**src/rtl/reset_sequencer.sv**
```systemverilog
// Power-up / lock-loss reset sequencer for the Hack fabric.
// Synchronizes the PLL lock and the reset button, waits for a stable lock,
// holds reset for a fixed time, then releases the system. It re-enters
// reset on filtered lock loss or on a button press.
module reset_sequencer #(
  parameter int SYNC_STAGES   = 2,
  parameter int STABLE_CYCLES = 1024,
  parameter int HOLD_CYCLES   = 16,
  parameter int LOSS_FILTER   = 4
) (
  input  logic       clk,
  input  logic       rst_n,
  input  logic       locked,
  input  logic       btn_n,
  output logic       sys_reset,
  output logic       ready,
  output logic [7:0] relock_count
);

  // One shared counter serves both STABLE and HOLD.
  // It is at least one bit wide, so the degenerate 1-cycle settings stay legal.
  localparam int CNT_MAX = (STABLE_CYCLES > HOLD_CYCLES) ? STABLE_CYCLES : HOLD_CYCLES;
  localparam int CNT_W   = (CNT_MAX > 1) ? $clog2(CNT_MAX) : 1;
  localparam int LOSS_W  = $clog2(LOSS_FILTER + 1);

  localparam logic [CNT_W-1:0]  STABLE_LAST = CNT_W'(STABLE_CYCLES - 1);
  localparam logic [CNT_W-1:0]  HOLD_LAST   = CNT_W'(HOLD_CYCLES - 1);
  localparam logic [LOSS_W-1:0] LOSS_LAST   = LOSS_W'(LOSS_FILTER - 1);

  typedef enum logic [1:0] {
    WAIT_LOCK,
    STABLE,
    HOLD,
    RUN
  } state_t;

  logic [SYNC_STAGES-1:0] lock_sync;
  logic [SYNC_STAGES-1:0] btn_sync;
  logic                   lock_s;
  logic                   btn_s;

  state_t      state;
  state_t      state_next;
  logic [CNT_W-1:0]  cnt;
  logic [CNT_W-1:0]  cnt_next;
  logic [LOSS_W-1:0] loss_cnt;
  logic [LOSS_W-1:0] loss_next;
  logic [7:0]        relock_next;

  assign lock_s = lock_sync[SYNC_STAGES-1];
  assign btn_s  = btn_sync[SYNC_STAGES-1];

  // Metastability chains. After reset they read "lock lost" and "button released".
  always_ff @(posedge clk or negedge rst_n) begin
    if (!rst_n) begin
      lock_sync <= '0;
      btn_sync  <= '1;
    end else begin
      lock_sync <= {lock_sync[SYNC_STAGES-2:0], locked};
      btn_sync  <= {btn_sync[SYNC_STAGES-2:0], btn_n};
    end
  end

  // Next-state logic. A pressed button overrides everything, including a lock-loss completion.
  always_comb begin
    state_next  = state;
    cnt_next    = cnt;
    loss_next   = loss_cnt;
    relock_next = relock_count;
    if (!btn_s) begin
      state_next = WAIT_LOCK;
      cnt_next   = '0;
      loss_next  = '0;
    end else begin
      case (state)
        WAIT_LOCK: begin
          cnt_next  = '0;
          loss_next = '0;
          if (lock_s) state_next = STABLE;
        end
        STABLE: begin
          loss_next = '0;
          if (!lock_s) begin
            state_next = WAIT_LOCK;
            cnt_next   = '0;
          end else if (cnt == STABLE_LAST) begin
            state_next = HOLD;
            cnt_next   = '0;
          end else begin
            cnt_next = cnt + CNT_W'(1);
          end
        end
        HOLD: begin
          loss_next = '0;
          if (!lock_s) begin
            state_next = WAIT_LOCK;
            cnt_next   = '0;
          end else if (cnt == HOLD_LAST) begin
            state_next = RUN;
            cnt_next   = '0;
          end else begin
            cnt_next = cnt + CNT_W'(1);
          end
        end
        RUN: begin
          cnt_next = '0;
          if (lock_s) begin
            loss_next = '0;
          end else if (loss_cnt == LOSS_LAST) begin
            state_next = WAIT_LOCK;
            loss_next  = '0;
            if (relock_count != 8'hFF) relock_next = relock_count + 8'd1;
          end else begin
            loss_next = loss_cnt + LOSS_W'(1);
          end
        end
        default: begin
          state_next = WAIT_LOCK;
          cnt_next   = '0;
          loss_next  = '0;
        end
      endcase
    end
  end

  // State, counters and registered outputs.
  // The outputs are driven from the next state, so they change on the same edge as the FSM.
  always_ff @(posedge clk or negedge rst_n) begin
    if (!rst_n) begin
      state        <= WAIT_LOCK;
      cnt          <= '0;
      loss_cnt     <= '0;
      relock_count <= 8'd0;
      sys_reset    <= 1'b1;
      ready        <= 1'b0;
    end else begin
      state        <= state_next;
      cnt          <= cnt_next;
      loss_cnt     <= loss_next;
      relock_count <= relock_next;
      sys_reset    <= (state_next != RUN);
      ready        <= (state_next == RUN);
    end
  end

endmodule

```
**config.mk**
```make
export PLATFORM = sky130hd
export DESIGN_NAME = reset_sequencer
export DESIGN_NICKNAME = d
export VERILOG_FILES = /design/src/rtl/reset_sequencer.sv
export SDC_FILE = /design/constraint.sdc
export NUM_CORES = 1
export LEC_CHECK = 0
export CAP_MARGIN = 20
export CORE_ASPECT_RATIO = 0.9
export CORE_MARGIN = 2
export CORE_UTILIZATION = 46
export DETAILED_ROUTE_END_ITERATION = 16
export DONT_BUFFER_PORTS = 1
export MAX_ROUTING_LAYER = met4
export PLACE_DENSITY = 0.64
export SYNTH_ARGS = -nofsm -noshare
export SYNTH_HDL_FRONTEND = slang
export SYNTH_SLANG_ARGS = --single-unit
```
**constraint.sdc**
```tcl
create_clock -name clk -period 4.7 [get_ports clk]
set_clock_uncertainty 0.2 [all_clocks]
set_input_delay 0.47 -clock clk [delete_from_list [all_inputs] [get_ports clk]]
set_output_delay 0.47 -clock clk [all_outputs]
set_load 0.1 [all_outputs]
```
==> reports/results.tsv, run 1 <==
stage	metric	value	unit
global_routing	met3 Use GR	5.58	%
worst_setup_path	kind of critical path	flip-flop to flip-flop	
synthesis	flops & latches, synth	29	
global_routing	met1 usage	20.3	%
final_layout	Total Nets Final	129	
hold_path	hold endpoint	lock_sync[1]	
timing	Final Hold Vio Count	0	
place	post-detail-place hpwl	1.56	mm
worst_setup_path	Crit path largest cell delay	0.78	ns
drt	Antenna Nets Post-Route	0	
synthesis	mux contribution to synthesized area	0.827	%
global_routing	most used routing layer	met2	
worst_setup_path	CP startpoint kind	flip-flop	
final_layout	share of cells above drive strength 1	15.4	%
final_layout	Layout area overhead	10.4	%
status	outcome	completed	
clock_tree	number of post-CTS setup repair buffers	0	
global_routing	largest net degree at the start of global routing	30	
place	RePlAce Congestion	0.689	
synthesis	net count after synthesis	120	
clock_tree	H-Tree Level Count	2	
timing	worst-margin pin slew	1.00	ns
timing	crit path time final	2.58	ns
power	total power	0.000415	W
clock_tree	Max clock buf depth	2	
floorplan	I/O pins	14	
synthesis	number of synthesized flops with an enable pin	0	
power	Leak	0.647	nW
clock_tree	Clock Pin Slew Worst Setup and Hold Paths	0.09	ns
hold_path	worst min path class	flip-flop to flip-flop	
drt	Vias	862	
synthesis	Synth Area in XOR/XNOR	9.65	%
global_routing	first-pass GRT wire length	3.86	mm
clock_tree	CTS buffer count	5	
global_routing	initial antenna violation count	0	
synthesis	post-synthesis sequential area ratio	53.6	%
synthesis	Yosys warning count	0	
worst_setup_path	crit end category	flip-flop	
global_routing	Tot GR Track Use	15.7	%
synthesis	mean post-synth cell area	12.0	µm²
hold_path	Hold Path Origin	lock_sync[0]	
timing	setup violators final	0	
synthesis	Synth Area in Adders	2.76	%
synthesis	Syn Inst Count	113	
timing	Worst slew margin	33.2	%
drt	Remaining DRCs	0	
drt	router iterations before antenna repair	4	
clock_tree	Skew-Pair Late Insertion Delay	0.33	ns
synthesis	ys flop type	dfrtp_1	
place	Area after DPL	1400	µm²
floorplan	Die Area	3410	µm²
synthesis	post-synthesis cell area	1360	µm²
synthesis	post-synth cell types	35	
worst_setup_path	crit-path max FO	8	
global_routing	vias in the first global route	871	
synthesis	async set or reset register ratio after synthesis	100	%
floorplan	initial core utilization	48.7	%
hold_path	WHS Path Cells	0	
clock_tree	CTS tree	built	
timing	RSZ-0062 raised after global routing	no	
timing	max-slew violations	0	
final_layout	antenna cells	0	
global_routing	gr ovfl total	0	
clock_tree	Sink Count	29	
timing	Hold WS	0.160	ns
drt	1st-iter DRT viols	27	
worst_setup_path	WP data arrival	2.57	ns
synthesis	compound-gate portion of the synthesized area	10.7	%
place	PortBufs	0	
drt	wirelength, routed	2.18	mm
floorplan	Die H	55.6	µm
run	maxcap violations	0	
power	power per cell area	276	nW/µm²
worst_setup_path	R2R Path Start	relock_count[0]	
synthesis	Post-Synth Simple-Gate Area	21.0	%
worst_setup_path	Crit path required time	4.69	ns
clock_tree	CTS resizes	0	
floorplan	# rows	18	
power	VDD IR-drop max	185	µV
final_layout	final instance area	1500	µm²
final_layout	Final Util	53.8	%
clock_tree	clock root buffer	clkbuf_4	
worst_setup_path	number of buffers and inverters on the critical path	0	
floorplan	CORE AREA	2790	µm²
drt	Wirelength per Cell	13.4	µm
worst_setup_path	worst-path cell chain	ha_1, and2_1, a311oi_4, nand4_1, xnor2_1	
worst_setup_path	internal reg-to-reg setup slack	2.12	ns
floorplan	Chip Width	61.3	µm
worst_setup_path	reg2reg end	relock_count[6]	
synthesis	main combinational cell family by area after synthesis	simple AND/OR/NAND/NOR gates	
worst_setup_path	CP max-delay cell	dfrtp_1	
timing	Setup TNS Final	0	ns
worst_setup_path	CP delay by family, top	flip-flops	
worst_setup_path	Worst Reg-to-Reg Cells	5	
timing	f_max	387	MHz
global_routing	met2 Usage GRT	21.4	%
timing	Final Cycle Share	54.9	%
drt	Via density	5.29	
## registers in the layout, summed over array words and instances (netlist names)
register,count
btn_sync,2
cnt,10
lock_sync,2
loss_cnt,3
ready,1
relock_count,8
state,2
sys_reset,1
## metal layers
layer  wire (µm)  up-vias
met3         111        7
li1            -      425
met2         945       22
met4          59        0
met1        1070      408
met5           0        -
## what timing repair did
item	CTS	global route
endpoints found under the setup margin	0	0
hold buffers	4	0
hold endpoints to repair	31	0
## power by group
group	switching, W	internal, W	total [W]
Sequential	0.00000504	0.000253	0.000258
Clock	0.0000841	0.0000568	0.000141
Combinational	0.00000895	0.00000717	0.0000161
Total	0.0000981	0.000317	0.000415
## cell families after synthesis
family / Yosys count
AND/OR/NAND/NOR: 49
flip-flops: 29
XOR/XNOR: 15
AO/OA/AOI/OAI: 11
buffers and inverters: 5
adder cells (fa/ha/maj): 3
multiplexers: 1
## synth_stat cells, types with 2 or more instances
cell       n  area share, %
a21oi_1    2           0.74
and2_1     2           0.92
and3_1     3            1.4
dfrtp_1   26             48
dfstp_2    3            5.8
ha_1       3            2.8
inv_1      3           0.83
nand2_1    6            1.7
nand2b_1   2           0.92
nand3_1    6            2.2
nand4_1    3            1.4
nor2_1    11            3.0
nor2b_1    3            1.4
nor3_1     5            1.8
nor3b_1    2            1.1
xnor2_1   12            7.7
xor2_1     3            1.9
## cells in the final DEF (no fill, tap or decap), types with 5 or more instances in the layout
cell type / synthesis / final
clkbuf_4: 0 / 5
dfrtp_1: 26 / 26
nand2_1: 6 / 6
nand3_1: 6 / 6
nor2_1: 11 / 11
nor3_1: 5 / 5
xnor2_1: 12 / 12
## final cells by class
class	count	area, µm²
Clock buffer	6	41.3
Clock inverter	2	10.0
Fill cell	273	1290
Inverter	3	11.3
Multi-Input combinational cell	79	611
Sequential cell	29	729
Tap cell	40	50.0
Timing Repair Buffer	4	50.0
## worst register-to-register path, cell delays in order (launching register included)
cell and delay, ns:
dfrtp_1 0.78, ha_1 0.43, and2_1 0.21, a311oi_4 0.47, nand4_1 0.18, xnor2_1 0.18
## through the flow
step / setup slack (ns) / instances
6_report: 2.12 / 163
5_1_grt: 1.99 / 163
4_1_cts: 2.13 / 163
3_5_place_dp: 2.14 / 151
3_3_place_gp: 2.20 / 151
2_1_floorplan: 2.28 / 113
## worst max-delay path by stage
stage / slack [ns] / startpoint / to / depth (start not counted)
after floorplan: 2.28 / relock_count[0] / relock_count[6] / 5
after global routing: 1.99 / relock_count[0] / relock_count[6] / 5
after detailed placement: 2.14 / relock_count[0] / relock_count[6] / 5
final: 2.12 / relock_count[0] / relock_count[6] / 5
after global placement: 2.20 / relock_count[0] / relock_count[6] / 5
after CTS: 2.13 / relock_count[0] / relock_count[6] / 5
No activity file was read; power rests on OpenSTA's default activity.
==> run 2, diff against run 1 <==
==> constraint.sdc (replaced) <==
create_clock -name clk -period 2.6 [get_ports clk]
set_clock_uncertainty 0.2 [all_clocks]
set_input_delay 0.26 -clock clk [delete_from_list [all_inputs] [get_ports clk]]
set_output_delay 0.26 -clock clk [all_outputs]
set_load 0.1 [all_outputs]
==> reports/results.tsv, run 2 (synthesis results as in run 1) <==
stage	metric	value	unit	change
status	outcome	completed		
power	switching share of total power	21.7	%	-1.9 points
timing	setup violators final	0		unchanged
floorplan	Chip Width	61.3	µm	unchanged
place	Area after DPL	1460	µm²	+4.3%
final_layout	final instance area	1570	µm²	+4.2%
worst_setup_path	Worst Reg-to-Reg Cells	4		-1
final_layout	Top reg by flops	cnt		
worst_setup_path	worst-path cell chain	ha_1, and2_1, a311oi_4, mux2_1		
clock_tree	CTS buffer count	5		unchanged
worst_setup_path	crit-path max FO	8		unchanged
worst_setup_path	internal reg-to-reg setup slack	0.64	ns	-1.48 ns
worst_setup_path	WP data arrival	1.97	ns	-0.60 ns
worst_setup_path	cell count along the critical path	4		-1
final_layout	Final Util	56.1	%	+2.3 points
timing	Hold WS	0.152	ns	-0.00837 ns
floorplan	Die Area	3410	µm²	unchanged
final_layout	max reg flops	10		unchanged
global_routing	gr ovfl total	0		unchanged
clock_tree	clock root buffer	clkbuf_4		
power	Pint	0.000597	W	+89%
worst_setup_path	kind of critical path	flip-flop to flip-flop		
drt	Remaining DRCs	0		unchanged
timing	max-slew violations	0		unchanged
place	pre-CTS setup slack	0.632	ns	-1.51 ns
run	maxcap violations	0		unchanged
place	RePlAce Congestion	0.803		+17%
drt	1st-iter DRT viols	51		+89%
power	sequential power share	61.1	%	-1.1 points
place	PortBufs	0		unchanged
timing	final setup margin	0.640	ns	-1.48 ns
global_routing	first-pass GRT wire length	3.87	mm	+0.16%
power	Clk network pwr share	35.2	%	+1.2 points
drt	Via density	5.28		-0.11%
clock_tree	Clock Pin Slew Worst Setup and Hold Paths	0.08	ns	about the same
floorplan	initial core utilization	48.7	%	unchanged
place	post-detail-place hpwl	1.58	mm	+1.4%
drt	Vias	898		+4.2%
clock_tree	H-Tree Level Count	2		unchanged
timing	Setup TNS Final	0	ns	unchanged
timing	crit path time final	1.96	ns	-0.621 ns
global_routing	largest net degree at the start of global routing	30		unchanged
floorplan	# rows	18		unchanged
final_layout	share of cells above drive strength 1	20.0	%	+4.6 points
global_routing	Tot GR Track Use	15.9	%	+0.20 points
clock_tree	Skew-Pair Late Insertion Delay	0.32	ns	about the same
timing	worst-margin pin slew	0.859	ns	-0.143 ns
clock_tree	CTS resizes	0		unchanged
final_layout	Layout area overhead	15.1	%	
worst_setup_path	Crit path required time	2.61	ns	-2.08 ns
timing	Final Cycle Share	75.4	%	+20 points
floorplan	CORE AREA	2790	µm²	unchanged
global_routing	vias in the first global route	877		+0.69%
timing	RSZ-0062 raised after global routing	no		
final_layout	Total Nets Final	137		+6.2%
worst_setup_path	CP startpoint kind	flip-flop		
drt	Antenna Nets Post-Route	0		unchanged
final_layout	most frequent cells in the layout	26 x dfrtp_1, 12 x xnor2_1, 11 x nor2_1		
hold_path	worst min path class	flip-flop to flip-flop		
power	power per cell area	487	nW/µm²	+76%
final_layout	Largest regs	cnt: 10 flops, relock_count: 8 flops, loss_cnt: 3 flops		
floorplan	Die H	55.6	µm	unchanged
drt	Wirelength per Cell	12.7	µm	-5.4%
power	Leak	0.690	nW	+6.7%
power	VDD IR-drop max	250	µV	+35%
timing	f_max	510	MHz	+32%
timing	Worst slew margin	42.8	%	+9.5 points
power	Sw Pwr	0.000166	W	+69%
final_layout	most common cell after layout, fill and taps aside	dfrtp_1		
hold_path	WHS Path Cells	0		unchanged
worst_setup_path	Crit path largest cell delay	0.47	ns	-0.31 ns
clock_tree	CTS tree	built		
final_layout	antenna cells	0		unchanged
worst_setup_path	crit end category	flip-flop		
power	Comb power frac	3.8	%	about the same
worst_setup_path	number of buffers and inverters on the critical path	0		unchanged
floorplan	I/O pins	14		unchanged
timing	Final Hold Vio Count	0		unchanged
clock_tree	Max clock buf depth	2		unchanged
clock_tree	Sink Count	29		unchanged
worst_setup_path	CP max-delay cell	a311oi_4		
drt	wirelength, routed	2.15	mm	-1.4%
worst_setup_path	CP delay by family, top	compound AO/OA/AOI/OAI gates		
drt	router iterations before antenna repair	4		unchanged
global_routing	initial antenna violation count	0		unchanged
[run 2: changes by cell type in the layout (fill, tap and decap cells not counted)]
cell      change
clkbuf_8      +1
clkinv_2      -2
buf_4         +8
[run 2: path summary, 6_finish.rpt]
kind | start | end
max in group asynchronous | rst_n | btn_sync[0]
max | relock_count[0] | relock_count[1]
min | btn_sync[0] | btn_sync[1]
max reg2reg | relock_count[0] | relock_count[1]
min in group asynchronous | rst_n | state[0]
min reg2reg | btn_sync[0] | btn_sync[1]
[run 2: final cells by class]
class                      instances  area (µm²)
inverter                           3        11.3
tap                               40        50.0
timing repair buffer              12         110
fill                             262        1230
multi-input combinational         79         611
clock buffer                       7        55.1
sequential                        29         729
[run 2: repair_timing]
action,4_1_cts,5_1_grt
setup buffers,0,0
hold buffers,4,0
hold endpoints to repair,31,0
[run 2: per-stage QoR]
| stage | total power (W) | instances |
|---|---|---|
| floorplan | 0.000487 | 113 |
| global placement | 0.000489 | 159 |
| detailed placement | 0.000489 | 159 |
| CTS | 0.000780 | 170 |
| global route | 0.000803 | 170 |
| finish | 0.000763 | 170 |
[run 2: routing by layer]
| layer | share of wire [%] | GRT usage, % |
|---|---|---|
| met1 | 46 | 21.8 |
| met2 | 45 | 20.5 |
| met3 | 7.8 | 7.67 |
| met4 | 1.5 | 5.47 |
| met5 | 0 | - |
[run 2: power by group through the flow]
stage	Combinational (W)	Sequential, W	Clock, W
2_1_floorplan	0.0000181	0.000468	0
3_3_place_gp	0.0000138	0.000475	0
3_5_place_dp	0.0000138	0.000475	0
4_1_cts	0.0000298	0.000466	0.000284
5_1_grt	0.0000330	0.000467	0.000302
6_report	0.0000288	0.000466	0.000268
